File: src/rtl/timer_irq_source.sv
// Memory-mapped countdown timer that raises one CP0 hardware-interrupt line.
// CTRL/PRESET are software-writable, COUNT is read-only, IRQ = pend & CTRL.IM.
module timer_irq_source #(
    parameter logic [31:0] BASE_ADDR = 32'h0000_7F00
) (
    input  logic        clk,
    input  logic        reset,
    input  logic [31:0] Addr,
    input  logic        WE,
    input  logic [31:0] DIn,
    output logic [31:0] DOut,
    output logic        IRQ
);

    localparam logic [1:0] ST_IDLE = 2'd0;
    localparam logic [1:0] ST_LOAD = 2'd1;
    localparam logic [1:0] ST_CNT  = 2'd2;
    localparam logic [1:0] ST_INT  = 2'd3;

    localparam logic [1:0] REG_CTRL   = 2'd0;
    localparam logic [1:0] REG_PRESET = 2'd1;
    localparam logic [1:0] REG_COUNT  = 2'd2;

    logic [3:0]  ctrl_r, ctrl_nxt_s;
    logic [31:0] preset_r, preset_nxt_s;
    logic [31:0] count_r, count_nxt_s;
    logic [1:0]  state_r, state_nxt_s;
    logic        pend_r, pend_nxt_s;
    logic        irq_r;
    logic        hit_s, wr_ctrl_s, wr_preset_s, reload_s;
    logic        unused_s;

    assign hit_s       = (Addr[31:4] == BASE_ADDR[31:4]);
    assign wr_ctrl_s   = WE & hit_s & (Addr[3:2] == REG_CTRL);
    assign wr_preset_s = WE & hit_s & (Addr[3:2] == REG_PRESET);
    // MODE 1x behaves as one-shot, so only 01 reloads
    assign reload_s    = (ctrl_r[2:1] == 2'b01);
    assign unused_s    = ^{Addr[1:0], DIn[31:4]};

    // Next-state: FSM first, then the bus write overrides CTRL and acknowledges pend
    always_comb begin
        ctrl_nxt_s   = ctrl_r;
        preset_nxt_s = preset_r;
        count_nxt_s  = count_r;
        state_nxt_s  = state_r;
        pend_nxt_s   = pend_r;
        case (state_r)
            ST_IDLE: begin
                if (ctrl_r[0]) begin
                    state_nxt_s = ST_LOAD;
                end else begin
                    state_nxt_s = ST_IDLE;
                end
            end
            ST_LOAD: begin
                count_nxt_s = preset_r;
                state_nxt_s = ST_CNT;
            end
            ST_CNT: begin
                if (!ctrl_r[0]) begin
                    state_nxt_s = ST_IDLE;
                end else if (count_r > 32'd1) begin
                    count_nxt_s = count_r - 32'd1;
                end else begin
                    count_nxt_s = 32'd0;
                    pend_nxt_s  = 1'b1;
                    state_nxt_s = ST_INT;
                end
            end
            ST_INT: begin
                if (reload_s) begin
                    pend_nxt_s  = 1'b0;
                    state_nxt_s = ST_LOAD;
                end else begin
                    ctrl_nxt_s[0] = 1'b0;
                    state_nxt_s   = ST_IDLE;
                end
            end
            default: begin
                state_nxt_s = ST_IDLE;
            end
        endcase
        if (wr_ctrl_s) begin
            ctrl_nxt_s = DIn[3:0];
            pend_nxt_s = 1'b0;
        end else begin
            ctrl_nxt_s = ctrl_nxt_s;
        end
        if (wr_preset_s) begin
            preset_nxt_s = DIn;
        end else begin
            preset_nxt_s = preset_nxt_s;
        end
    end

    // State registers; IRQ is registered from the next-state so it tracks pend without a lag
    always_ff @(posedge clk or negedge reset) begin
        if (!reset) begin
            ctrl_r   <= 4'h0;
            preset_r <= 32'h0;
            count_r  <= 32'h0;
            state_r  <= ST_IDLE;
            pend_r   <= 1'b0;
            irq_r    <= 1'b0;
        end else begin
            ctrl_r   <= ctrl_nxt_s;
            preset_r <= preset_nxt_s;
            count_r  <= count_nxt_s;
            state_r  <= state_nxt_s;
            pend_r   <= pend_nxt_s;
            irq_r    <= pend_nxt_s & ctrl_nxt_s[3];
        end
    end

    // Zero-latency read mux
    always_comb begin
        DOut = 32'h0;
        if (hit_s) begin
            case (Addr[3:2])
                REG_CTRL:   DOut = {28'h0, ctrl_r};
                REG_PRESET: DOut = preset_r;
                REG_COUNT:  DOut = count_r;
                default:    DOut = 32'h0;
            endcase
        end else begin
            DOut = 32'h0;
        end
    end

    assign IRQ = irq_r;

endmodule

File: config.mk
export PLATFORM = sky130hd
export DESIGN_NAME = timer_irq_source
export DESIGN_NICKNAME = d
export VERILOG_FILES = /design/src/rtl/timer_irq_source.sv
export SDC_FILE = /design/constraint.sdc
export NUM_CORES = 1
export LEC_CHECK = 0
export CAP_MARGIN = 25
export CELL_PAD_IN_SITES_DETAIL_PLACEMENT = 0
export CELL_PAD_IN_SITES_GLOBAL_PLACEMENT = 2
export CORE_UTILIZATION = 33
export CTS_CLUSTER_SIZE = 14
export DETAILED_ROUTE_END_ITERATION = 16
export GPL_TIMING_DRIVEN = 0
export PLACE_DENSITY = 0.9
export SYNTH_ARGS = -nofsm -noshare
export SYNTH_HDL_FRONTEND = slang
export SYNTH_SLANG_ARGS = --single-unit
File: constraint.sdc
create_clock -name clk -period 6.85 [get_ports clk]
set_clock_uncertainty 0.05 [all_clocks]
set_input_delay 1.37 -clock clk [delete_from_list [all_inputs] [get_ports clk]]
set_output_delay 1.37 -clock clk [all_outputs]
set_load 0.1 [all_outputs]
==> run summary <==
* finished, final reports clean — run status
* 0 — count of pins over their slew limit
* 40 — maximum number of pins on one net before global-route repair
* 0 — Fin. Hold Viols
* 116 microns — Die X-Extent
* 0 — count of warnings emitted by yosys
* input port to primary output — kind of critical path
* 4276 — vias in the first global route
* 7040 microns — wire length on met2
* 0 — cts-stage hold buffer count
* 9 — TritonCTS Buffers
* 41 — placement row count
* 0 — antenna diode instance count
* clkbuf_16 — clock root buffer
* 14500 microns — post-detailed-routing wire length
* 1.00 — ys async rst share
* 168 MHz — Max Freq
* 636 — count of nets after finishing
* 6490 microns — met1 wire length
* 0 — EDFF count, synth
* 10 — Max Fanout on Critical Path
* 7 — number of cell instances on the worst register-to-register path
* 56 — count of distinct cell types in the synthesized netlist
* 4.54 ns — Arr. time, crit path
* built — CTS tree
* 0.870 — final worst path period share
* 5.70 — per-cell via count in the routed design
* 0.341 — effective utilization at floorplan
* 13500 sq um — die outline area
* 5.96 ns — final critical path time including I/O delays and setup
* 0.881 — GPL Wtd Cong
* clkdlybuf4s50_1 — slowest stage cell, crit path
* 0 — number of antenna violations at the first check in global routing
* 100 — Top-Level Pins
* 4222 — vias after detailed routing
* 0.000121 V — Peak VDD IR
* no — unrepaired setup endpoints after global routing
* 459 — Cells after Synth
* 0 — max-capacitance violation count
* 528 — post-synthesis net count
* 10600 microns — dpl hpwl
* 3 — depth of the CTS H-tree
* 0 — number of buffers inserted to repair setup after CTS
* 2.39 nW — Leakage Power
* 155 nW/um^2 — power per cell area
* 787 microns — met3 wirelength from detailed routing
* 0 — Final ANT Viol Nets
* 0.06 ns — CTS clock-pin slew for the worst setup and hold paths
* 0 — Resized cells post-CTS
* 72 — count of clock tree sinks
* 5510 sq um — placement-stage cell area
* 5 — number of detailed-routing iterations run before antenna repair
* 0 — total of endpoints with negative setup slack in the final report
* 19.6 microns — routed wire length per instance
* 9.41 sq um — syn_area_per_cell
* 277 — Starting DRT DRC Count
* flip-flop to flip-flop — worst hold path type
* 0 ns — setup TNS
* 1.15 ns — delay of the slowest cell on the worst path
* 33.3% — Synth-to-Final Area Change
* 0.228 — total routing resource utilization after global routing
* 0 — GRT Residual Overflow
* 1289 — layout filler cell count
* 1800 sq um — Register Area
* clkdlybuf4s50_1 > nor4b_1 > nand4_1 > or3_1 > clkbuf_1 > clkbuf_1 > nor2_1 > clkdlybuf4s50_1 — worst path cell trace
* 2 — Max Buffers Root-to-Sink
* 0.109 — fraction of layout cells with a size suffix above 1
* met4 — highest metal layer used by the detailed router
* 116 microns — height of the die
* 5.43 ns — WP data required
* 2320 sq um — area used by multi-input combinational logic
* 0.34 ns — latest clock arrival within the worst-skew pair
* input port — kind of start point of the critical path
* primary output — sort of element at the end of the critical path
* dfrtp_1 — Most used DFF post-synth
* 0.417 — portion of the post-synthesis area used by sequential elements
* 23300 microns — global-route wire length before repair
* 5750 sq um — final non-filler cell area
* 72 — total of flip-flops plus latches after synthesis
* 1.01 ns — slew at the pin with the worst max-slew slack
* 1 — cell count of the worst hold path
* 4320 sq um — post-synthesis instance area
* 12700 sq um — core footprint
* 96 — Port Buf Inserts
* 0.328 — remaining max-slew budget at the tightest pin
* 0 — number of remaining DRC errors
==> power breakdown <==
| part | switching [W] | internal, W |
|---|---|---|
| combinational | 0.0000227 | 0.0000354 |
| sequential | 0.000000000114 | 0.000426 |
| clock | 0.000173 | 0.000238 |
| total | 0.000195 | 0.000699 |
==> area by class of cell <==
cell class,instances,share of cell area
clock buffers,11,0.0404
multi-input cells,338,0.403
flip-flops and latches,72,0.313
repair buffers,97,0.170
clock inverters,2,0.00174
inverters,12,0.00783
well taps,172,0.0374
plain buffers,37,0.0267
==> path summary, 6_finish.rpt <==
check                           slack (ns)           to   startpoint
worst min register to register        0.48    ctrl_r[1]    ctrl_r[1]
max in group asynchronous             5.22  count_r[29]        reset
worst max-delay path                  0.89     DOut[19]     Addr[28]
worst min-delay path                  0.48    ctrl_r[1]    ctrl_r[1]
worst max register to register        4.04   count_r[7]  count_r[15]
min in group asynchronous             0.94  count_r[10]        reset
==> synth_stat cells, types with 2 or more instances <==
library cell | count | area, sq um
a21oi_1 | 16 | 80.1
a221o_1 | 3 | 30.0
a22o_1 | 3 | 26.3
a22oi_1 | 40 | 300
a32oi_1 | 6 | 52.6
and3_1 | 2 | 12.5
and4_1 | 2 | 17.5
buf_1 | 2 | 7.51
buf_2 | 6 | 30.0
clkbuf_1 | 28 | 105
dfrtp_1 | 72 | 1800
ha_1 | 2 | 25.0
inv_1 | 12 | 45.0
mux2_1 | 2 | 22.5
mux2_2 | 33 | 372
mux2i_1 | 6 | 60.1
nand2_1 | 23 | 86.3
nand2b_1 | 4 | 25.0
nand3_1 | 19 | 95.1
nand3b_1 | 4 | 30.0
nand4_1 | 7 | 43.8
nand4b_1 | 3 | 26.3
nor2_1 | 53 | 199
nor2b_1 | 5 | 31.3
nor3_1 | 11 | 55.1
nor4_1 | 16 | 100
nor4_4 | 2 | 42.5
nor4b_1 | 3 | 26.3
o211ai_1 | 5 | 37.5
o21ai_0 | 18 | 90.1
o2bb2ai_1 | 6 | 52.6
o311ai_0 | 2 | 17.5
o31ai_1 | 6 | 45.0
or3_1 | 6 | 37.5
or4_1 | 10 | 75.1
==> critical path, delay by kind of cell <==
| family | cells | cell delay (ns) |
|---|---|---|
| and+or+nand+nor | 4 | 1.06 |
| buffers and inverters | 4 | 2.11 |
==> state kept, by name, summed over array words and instances (netlist names) <==
signal	flops
preset_r	32
count_r	32
ctrl_r	4
state_r	2
IRQ	1
pend_r	1
==> metrics by stage <==
step	util	instances	hold slack [ns]	setup slack [ns]	power, W
after global routing	0.454	741	0.519	0.697	0.000918
after CTS	0.454	741	0.473	0.807	0.000903
after global placement	0.434	727	0.456	0.866	0.000490
after floorplan	-	459	0.428	1.59	0.000442
after detailed placement	0.435	728	0.461	0.808	0.000492
final	0.454	741	0.476	0.887	0.000894
==> kinds of logic (layout without fill, tap and decap cells) <==
| logic type | after synthesis | in the layout | synth area share |
|---|---|---|---|
| AOI/OAI and AO/OA | 116 | 116 | 0.193 |
| adders and majority gates | 2 | 2 | 0.00579 |
| buffers and inverters | 49 | 159 | 0.0461 |
| DFF | 72 | 72 | 0.417 |
| muxes | 41 | 41 | 0.105 |
| and+or+nand+nor | 179 | 179 | 0.233 |
==> cell usage in the layout (no fill, tap or decap), types with 2 or more instances in the layout <==
cell type         n
ha_1              2
nand2b_1          4
dfrtp_1          72
and4_1            2
nor4_1           16
nor3_1           11
nor4_4            2
mux2_1            2
clkbuf_16         9
inv_1            12
a221o_1           3
buf_2             6
o211ai_1          5
or4_1            10
o21ai_0          18
nand2_1          23
o311ai_0          2
mux2_2           33
and3_1            2
a32oi_1           6
o2bb2ai_1         6
clkdlybuf4s50_1  95
nor2b_1           5
nand3b_1          4
o31ai_1           6
mux2i_1           6
nor2_1           53
buf_1             2
nand4_1           7
or3_1             6
nand3_1          19
a22o_1            3
a21oi_1          16
clkbuf_1         30
a22oi_1          40
clkinv_2          2
nor4b_1           3
nand4b_1          3
==> layer usage <==
layer / track usage / vias to the layer above
met5: 0 / -
met4: 0.0564 / 0
met3: 0.0379 / 19
met2: 0.383 / 139
met1: 0.306 / 2094
li1: - / 1970
Power figures use the tool's default switching activity.
